[config.mk]
export PLATFORM = sky130hd
export DESIGN_NAME = reg_wb_sched
export DESIGN_NICKNAME = d
export VERILOG_FILES = /design/src/rtl/cpu_reg_pkg.sv /design/src/rtl/rr_arb2.sv /design/src/rtl/reg_wb_sched.sv
export SDC_FILE = /design/constraint.sdc
export NUM_CORES = 1
export LEC_CHECK = 0
export CORE_ASPECT_RATIO = 0.8
export CORE_MARGIN = 2
export CORE_UTILIZATION = 44
export DETAILED_ROUTE_END_ITERATION = 16
export GPL_ROUTABILITY_DRIVEN = 0
export PLACE_DENSITY = 0.79
export SYNTH_ARGS = -nofsm -noshare
export SYNTH_HDL_FRONTEND = slang
export SYNTH_HIERARCHICAL = 1
export SYNTH_SLANG_ARGS = --single-unit
[constraint.sdc]
create_clock -name i_clk -period 3 [get_ports i_clk]
set_input_delay 0.3 -clock i_clk [delete_from_list [all_inputs] [get_ports i_clk]]
set_output_delay 0.3 -clock i_clk [all_outputs]
set_load 0.05 [all_outputs]
[src/rtl/cpu_reg_pkg.sv]
// Register-file index/pair encodings and write-back scheduler state shared across the CPU.
package cpu_reg_pkg;

  typedef enum logic [2:0] {
    REG_B = 3'd0,
    REG_C = 3'd1,
    REG_D = 3'd2,
    REG_E = 3'd3,
    REG_H = 3'd4,
    REG_L = 3'd5,
    REG_F = 3'd6,
    REG_A = 3'd7
  } reg_idx_e;

  typedef enum logic [1:0] {
    PAIR_BC = 2'd0,
    PAIR_DE = 2'd1,
    PAIR_HL = 2'd2,
    PAIR_AF = 2'd3
  } reg_pair_e;

  typedef enum logic {
    IDLE    = 1'b0,
    PAIR_LO = 1'b1
  } wb_state_e;

  localparam logic [2:0] REG_F_IDX = 3'd6;

  function automatic reg_idx_e pair_hi(input reg_pair_e p);
    case (p)
      PAIR_BC: pair_hi = REG_B;
      PAIR_DE: pair_hi = REG_D;
      PAIR_HL: pair_hi = REG_H;
      default: pair_hi = REG_A;
    endcase
  endfunction

  // AF is the odd one out: the flag register sits below A in index order.
  function automatic reg_idx_e pair_lo(input reg_pair_e p);
    case (p)
      PAIR_BC: pair_lo = REG_C;
      PAIR_DE: pair_lo = REG_E;
      PAIR_HL: pair_lo = REG_L;
      default: pair_lo = REG_F;
    endcase
  endfunction

endpackage

[src/rtl/rr_arb2.sv]
// Two-requester arbiter: fixed priority (req 0 wins) or round-robin via a last-grant pointer.
module rr_arb2 (
  input  logic       i_clk,
  input  logic       i_rst_n,
  input  logic [1:0] i_req,
  input  logic       i_fixed,
  input  logic       i_advance,
  output logic [1:0] o_gnt
);

  // last_q=1 means requester 1 won last, so requester 0 is favoured out of reset.
  logic last_q;

  always_comb begin
    o_gnt = '0;
    if (i_req[0] && i_req[1]) begin
      if (i_fixed || last_q) o_gnt = 2'b01;
      else                   o_gnt = 2'b10;
    end else if (i_req[0]) begin
      o_gnt = 2'b01;
    end else if (i_req[1]) begin
      o_gnt = 2'b10;
    end
  end

  always_ff @(posedge i_clk or negedge i_rst_n) begin
    if (!i_rst_n) begin
      last_q <= 1'b1;
    end else if (i_advance && (o_gnt != 2'b00)) begin
      last_q <= o_gnt[1];
    end
  end

endmodule

[src/rtl/reg_wb_sched.sv]
// Register-file write-back scheduler: ALU/MEM arbitration, pair writes split hi-then-lo.
// Optional macro REG_WB_FLAG_MASK_EN clears data[3:0] on every write to F (index 6).
module reg_wb_sched
  import cpu_reg_pkg::*;
#(
  parameter int unsigned ARB_MODE = 0,
  parameter int unsigned DATA_W   = 8
) (
  input  logic                  i_clk,
  input  logic                  i_rst_n,
  input  logic                  i_alu_valid,
  output logic                  o_alu_ready,
  input  logic [2:0]            i_alu_sel,
  input  logic [DATA_W-1:0]     i_alu_data,
  input  logic                  i_mem_valid,
  output logic                  o_mem_ready,
  input  logic                  i_mem_pair,
  input  logic [2:0]            i_mem_sel,
  input  logic [1:0]            i_mem_psel,
  input  logic [2*DATA_W-1:0]   i_mem_data,
  output logic                  o_reg_wr_en,
  output logic [2:0]            o_reg_wr_sel,
  output logic [DATA_W-1:0]     o_reg_wr_data,
  output logic                  o_busy
);

`ifdef REG_WB_FLAG_MASK_EN
  localparam logic FLAG_MASK = 1'b1;
`else
  localparam logic FLAG_MASK = 1'b0;
`endif

  function automatic logic [DATA_W-1:0] wb_mask(input logic [2:0] idx,
                                                input logic [DATA_W-1:0] d);
    wb_mask = d;
    if (FLAG_MASK && (idx == REG_F_IDX)) wb_mask[3:0] = '0;
  endfunction

  wb_state_e          state_q;
  logic [2:0]         lo_sel_q;
  logic [DATA_W-1:0]  lo_data_q;
  logic               wr_en_q;
  logic [2:0]         wr_sel_q;
  logic [DATA_W-1:0]  wr_data_q;

  logic [1:0] req;
  logic [1:0] gnt;
  logic       alu_acc;
  logic       mem_acc;
  logic [2:0] hi_idx;
  logic [2:0] lo_idx;

  // Requests are masked during PAIR_LO so the two beats of a pair stay adjacent.
  assign req = {i_mem_valid, i_alu_valid} & {2{state_q == IDLE}};

  rr_arb2 u_arb (
    .i_clk     (i_clk),
    .i_rst_n   (i_rst_n),
    .i_req     (req),
    .i_fixed   (ARB_MODE == 1),
    .i_advance (alu_acc || mem_acc),
    .o_gnt     (gnt)
  );

  assign alu_acc     = gnt[0];
  assign mem_acc     = gnt[1];
  assign o_alu_ready = gnt[0];
  assign o_mem_ready = gnt[1];

  assign hi_idx = pair_hi(reg_pair_e'(i_mem_psel));
  assign lo_idx = pair_lo(reg_pair_e'(i_mem_psel));

  always_ff @(posedge i_clk or negedge i_rst_n) begin
    if (!i_rst_n) begin
      state_q   <= IDLE;
      lo_sel_q  <= '0;
      lo_data_q <= '0;
      wr_en_q   <= 1'b0;
      wr_sel_q  <= '0;
      wr_data_q <= '0;
    end else begin
      wr_en_q <= 1'b0;
      case (state_q)
        IDLE: begin
          if (alu_acc) begin
            wr_en_q   <= 1'b1;
            wr_sel_q  <= i_alu_sel;
            wr_data_q <= wb_mask(i_alu_sel, i_alu_data);
          end else if (mem_acc) begin
            wr_en_q <= 1'b1;
            if (i_mem_pair) begin
              wr_sel_q  <= hi_idx;
              wr_data_q <= wb_mask(hi_idx, i_mem_data[2*DATA_W-1:DATA_W]);
              lo_sel_q  <= lo_idx;
              lo_data_q <= i_mem_data[DATA_W-1:0];
              state_q   <= PAIR_LO;
            end else begin
              wr_sel_q  <= i_mem_sel;
              wr_data_q <= wb_mask(i_mem_sel, i_mem_data[DATA_W-1:0]);
            end
          end
        end
        PAIR_LO: begin
          wr_en_q   <= 1'b1;
          wr_sel_q  <= lo_sel_q;
          wr_data_q <= wb_mask(lo_sel_q, lo_data_q);
          state_q   <= IDLE;
        end
        default: state_q <= IDLE;
      endcase
    end
  end

  assign o_reg_wr_en   = wr_en_q;
  assign o_reg_wr_sel  = wr_sel_q;
  assign o_reg_wr_data = wr_data_q;
  assign o_busy        = wr_en_q || (state_q == PAIR_LO);

endmodule

==> impl_metrics.ini <==
[drt]
firstDrtPassIters = 4
drt-vias-per-instance = 5.22
num_vias = 1154
detail-route-antenna-nets = 0
routed_wl_mm = 3.48
drt-initial-drc-count = 89
drcViolationCount = 0
wl_per_cell_um = 15.8

[sta]
final.min_clock_period_ns = 2.32
slew_viol_final = 0
post-route-period-util_pct = 77.5
rsz0062_at_grt = no
hold_viol = 0
fin_ws_ns = 0.676
relSlewSlack_pct = 23.7
max_freq_mhz = 430
fin_skew_ns = 0.00263
tightestPinTransition_ns = 1.14
final.setup.tns_ns = 0
hold_ws_ns = 0.506
setup_viol = 0

[power_and_ir_drop]
power_mw = 1.25
p_per_area_nw_per_um2 = 634
vdd_drop_max_uv = 383
p_leak_nw = 0.809

[clocking]
cts_root_buf = clkbuf_8
post_cts_buffers = 0
cts.clk_slew.worst_paths_ns = 0.08
clock_path_buffers = 2
cts_resized = 0
hold_buffers = 0
numClockSinks = 25
cts_tree = yes
clock_latency_ns = 0.27
cts_max_level = 1
numCtsBuffers = 3

[grt]
antenna_found_initial = 0
grt_max_degree = 27
grt_pass1_vias = 1168
grt_util_all_layers_pct = 21.1
grt_pass1_wl_mm = 5.64
grt_overflow_total = 0

[synth]
ys.flop_type = dfrtp_1
yosysWarnings = 6
synth_cells = 129
synth-edff-count = 0
synth_seq_cells = 25
synth.top_cell.area_share_pct = 42.7
syn_area_per_cell_um2 = 10.9
synth_top_area_cell = dfrtp_1
synth_area_um2 = 1410
seq_area_frac_synth_pct = 44.6
synthTopCellsByArea = dfrtp_1 (43%), mux2_4 (8.5%), mux2i_1 (7.1%)
synthDistinctLibCells = 29
async_reset_ff_share_pct = 100

[final_layout]
drive_gt1_share_pct = 13.8
fin_nets = 219
diodes = 0
final_cell_mix = clkdlybuf4s50_1 (50), dfrtp_1 (24), nor2b_1 (12), nor2_1 (12), a21oi_1 (12)
post-route-util_pct = 64.6
final.fill_count = 258
final_design_area_no_fill_um2 = 1980
layoutNonFillerInstCount = 221
layout_commonest_cell = clkdlybuf4s50_1
syn_to_final_growth_pct = 40.7

[die]
rows = 18
dieArea_um2 = 3670
start_util_pct = 45.9
die_y_um = 54.6
core_area_um2 = 3060
die_w_um = 67.2
ioPinCount = 52

[setup_path]
worstPathArrival_ns = 2.02
worst_setup_path_end_kind = output pin
critPathKind = in -> out
cp.required_ns = 2.70
crit_fanout = 5
crit_path_start_kind = primary input
r2r_cells = 6

[placement]
place_inst = 217
portBuffers = 51
place_area_um2 = 1930
dpl.hpwl_mm = 2.54
pre_cts_ws_ns = 0.671

[worst_hold_path]
hold_path_class = reg -> reg
hold_depth = 1

[run]
cap_violations = 0

[status]
status = finished clean
==> state kept, by name (all words and copies together) (netlist names) <==
| signal | flops |
|---|---|
| o_reg_wr_data | 8 |
| o_reg_wr_sel | 3 |
| state_q | 1 |
| o_reg_wr_en | 1 |
| lo_data_q | 8 |
| u_arb/last_q | 1 |
| lo_sel_q | 3 |
==> cells in the mapped netlist (2+ instances only) <==
cell type	instances
nor2_1	12
and2_1	3
or2_2	2
mux2_2	3
mux2i_1	10
mux2_4	8
o32a_1	10
dfrtp_1	24
nor2b_1	12
a21oi_1	12
buf_2	3
nand2_1	11
buf_6	3
==> cell families after synthesis <==
group | share of synthesized area (%)
AOI/OAI and AO/OA | 14.5
muxes | 18.1
buffers and inverters | 5.69
other | 0.267
and+or+nand+nor | 16.9
DFF | 44.6
==> layout make-up <==
class | instances | area, um2 | area share (%)
multi-input combinational | 97 | 707 | 35.7
sequential | 25 | 627 | 31.7
timing repair buffer | 55 | 551 | 27.8
tap | 40 | 50.0 | 2.53
clock buffer | 4 | 45.0 | 2.28
==> where the power goes <==
part           switching (mW)  total (mW)  internal, mW
sequential             0.0612       0.499         0.437
combinational           0.299       0.555         0.257
clock                   0.105       0.200        0.0952
total                   0.465        1.25         0.789
==> worst max-delay path, cell delays in order <==
cell and delay [ns]:
clkdlybuf4s50_1 0.44, nor2b_1 0.22, and2_1 0.23, clkdlybuf4s50_1 0.82
==> worst paths after layout <==
check / startpoint / end / slack [ns]
max: i_mem_valid / o_mem_ready / 0.68
min: lo_data_q[7]$_DFFE_PN0P_ / lo_data_q[7]$_DFFE_PN0P_ / 0.51
max reg2reg: state_q$_DFF_PN0_ / o_reg_wr_sel[2]$_DFFE_PN0P_ / 1.02
min reg2reg: lo_data_q[7]$_DFFE_PN0P_ / lo_data_q[7]$_DFFE_PN0P_ / 0.51
max in group asynchronous: i_rst_n / o_reg_wr_data[1]$_DFFE_PN0P_ / 1.69
min in group asynchronous: i_rst_n / lo_sel_q[2]$_DFFE_PN0P_ / 0.63
==> layer usage <==
layer	track usage, %	share of wire [%]	up-vias
met5	0	0	-
met4	4.42	0.49	0
met3	5.76	7.1	3
met2	35.5	47	46
met1	27.6	46	551
li1	-	-	554
Power figures use the tool's default switching activity.
==> edit (same settings) <==
Build with the macro `REG_WB_FLAG_MASK_EN` defined.
--- a/src/rtl/reg_wb_sched.sv
+++ b/src/rtl/reg_wb_sched.sv
@@ -1,5 +1,7 @@
 // Register-file write-back scheduler: ALU/MEM arbitration, pair writes split hi-then-lo.
 // Optional macro REG_WB_FLAG_MASK_EN clears data[3:0] on every write to F (index 6).
+`define REG_WB_FLAG_MASK_EN
+
 module reg_wb_sched
   import cpu_reg_pkg::*;
 #(
Check against the original RTL: not equivalent (Yosys sat finds a counterexample within 4 cycles, from zero or initial values and one cycle with i_rst_n low).
==> edit against the unedited design <==
Setup slack got worse by 0.10 ns. Area after synthesis increased by 1.3%. Total power decreased by 1.2%. Routed wire length increased by 4.5%. Largest power group unchanged. Count of clock-buffer cells in the layout unchanged. Sequential cell count unchanged. Cell area increased by 2.0%.
==> edit: results (changes against the unedited design) <==
qor: timing.final.setup_skew 0.00229 ns [was 0.00263 ns]
qor: grt.grt_first_pass_wirelength 5780 µm [was 5640 µm]
qor: power_and_ir_drop.power_dissipated_by_switching_net_loads 0.463 mW [was 0.465 mW]
qor: grt.global_route.overflow_total 0 [unchanged]
qor: worst_setup_path.worst-path-max-fanout 9 [was 5]
qor: grt.gr-usage-all-layers 21.5% [was 21.1%]
qor: yosys.synth.lib_cells_used.distinct 36 [was 29]
qor: routing.firstDrtPassIters 4 [unchanged]
qor: timing.worst_pin_slew 0.500 ns [was 1.14 ns]
qor: placed_design.hpwl 2730 µm [was 2540 µm]
qor: worst_setup_path.critical_path.max_stage_delay 0.84 ns [was 0.82 ns]
qor: cts.cts_made_buffers 3 [unchanged]
qor: yosys.netlist_top_cells_count 24 x sky130_fd_sc_hd__dfrtp_1, 10 x sky130_fd_sc_hd__mux2_2, 9 x sky130_fd_sc_hd__nor2b_1, 8 x sky130_fd_sc_hd__a21oi_1, 8 x sky130_fd_sc_hd__nor2_1 [was 24 x sky130_fd_sc_hd__dfrtp_1, 12 x sky130_fd_sc_hd__a21oi_1, 12 x sky130_fd_sc_hd__nor2_1, 12 x sky130_fd_sc_hd__nor2b_1, 11 x sky130_fd_sc_hd__nand2_1]
qor: cts.postCtsResizedCells 0 [unchanged]
qor: grt.vias_in_the_first_global_route 1203 [was 1168]
qor: routing.drt_first_iter_violations 63 [was 89]
qor: worst_setup_path.worst_ep_arrival_time 2.13 ns [was 2.02 ns]
qor: routing.drtAntennaViolNets 0 [unchanged]
qor: cts.postCtsSetupBuffers 0 [unchanged]
qor: placed_design.place_worst_setup_slack 0.571 ns [was 0.671 ns]
qor: final_layout.finalNetCount 222 [was 219]
qor: power_and_ir_drop.p_leak 0.820 nW [was 0.809 nW]
qor: cts.clock_path_buffers 2 [unchanged]
qor: grt.grt_max_degree 31 [was 27]
qor: timing.final.period_utilization 80.9% [was 77.5%]
qor: worst_setup_path.worst-r2r-setup-slack 0.98 ns [was 1.02 ns]
qor: status.status finished, final reports clean [unchanged]
qor: worst_hold_path.holdCritPathClass input port to asynchronous set/reset pin [was flop to flop]
qor: yosys.yosysSeqAreaShare 44.0% [was 44.6%]
qor: yosys.yosys_warnings 6 [unchanged]
qor: routing.routed_via_density 5.60 [was 5.22]
qor: yosys.post_synth_main_area_contributors sky130_fd_sc_hd__dfrtp_1 42%, sky130_fd_sc_hd__mux2_2 7.9%, sky130_fd_sc_hd__mux2i_1 4.2% [was sky130_fd_sc_hd__dfrtp_1 43%, sky130_fd_sc_hd__mux2_4 8.5%, sky130_fd_sc_hd__mux2i_1 7.1%]
qor: power_and_ir_drop.worst_ir_drop_vdd 0.397 mV [was 0.383 mV]
qor: routing.wl_per_instance 16.3 µm [was 15.8 µm]
qor: timing.timing.hold.ws 0.395 ns [was 0.506 ns]
qor: final_layout.layout-drive-gt1-share 15.2% [was 13.8%]
==> edit: path summary, 6_finish.rpt <==
path                            depth (start not counted)          endpoint        startpoint
worst max-delay path                                    4       o_mem_ready       i_mem_valid
worst min-delay path                                    2  o_reg_wr_data[5]           i_rst_n
worst max register to register                          5      lo_data_q[4]           state_q
worst min register to register                          1  o_reg_wr_data[3]  o_reg_wr_data[3]
max in group asynchronous                               2      u_arb/last_q           i_rst_n
min in group i_clk                                      1  o_reg_wr_data[3]  o_reg_wr_data[3]
==> edit: power groups by stage <==
| stage | clock, mW | combinational, mW | sequential, mW |
|---|---|---|---|
| after global routing | 0.224 | 0.575 | 0.510 |
| after detailed placement | 0 | 0.543 | 0.502 |
| final | 0.201 | 0.543 | 0.496 |
| after global placement | 0 | 0.534 | 0.497 |
| after floorplan | 0 | 0.217 | 0.631 |
| after CTS | 0.202 | 0.545 | 0.495 |
==> edit: cell type report <==
class | instances | area, µm²
fill | 219 | 1070
sequential | 25 | 627
clock buffer | 4 | 45.0
timing repair buffer | 55 | 551
tap | 40 | 50.0
multi-input combinational | 100 | 747
==> edit: cells by family after synthesis <==
logic type	count (synthesis)	synth area share, %
AND/OR/NAND/NOR	48	21.3
AO/OA/AOI/OAI	32	17.1
flip-flops	25	44.0
other	1	0.263
buffers and inverters	9	4.13
multiplexers	17	13.2
==> edit: routing by layer <==
metal	up-vias	global-route usage, %	routed length, µm
li1	596	-	-
met1	606	30.6	1700
met2	49	33.8	1640
met3	4	3.24	256
met4	0	7.14	37
met5	-	0	0
==> edit: through the flow <==
step	instances	cell area, µm²
2_1_floorplan	134	1430
3_3_place_gp	220	1970
3_5_place_dp	220	1970
4_1_cts	224	2020
5_1_grt	224	2020
6_report	224	2020
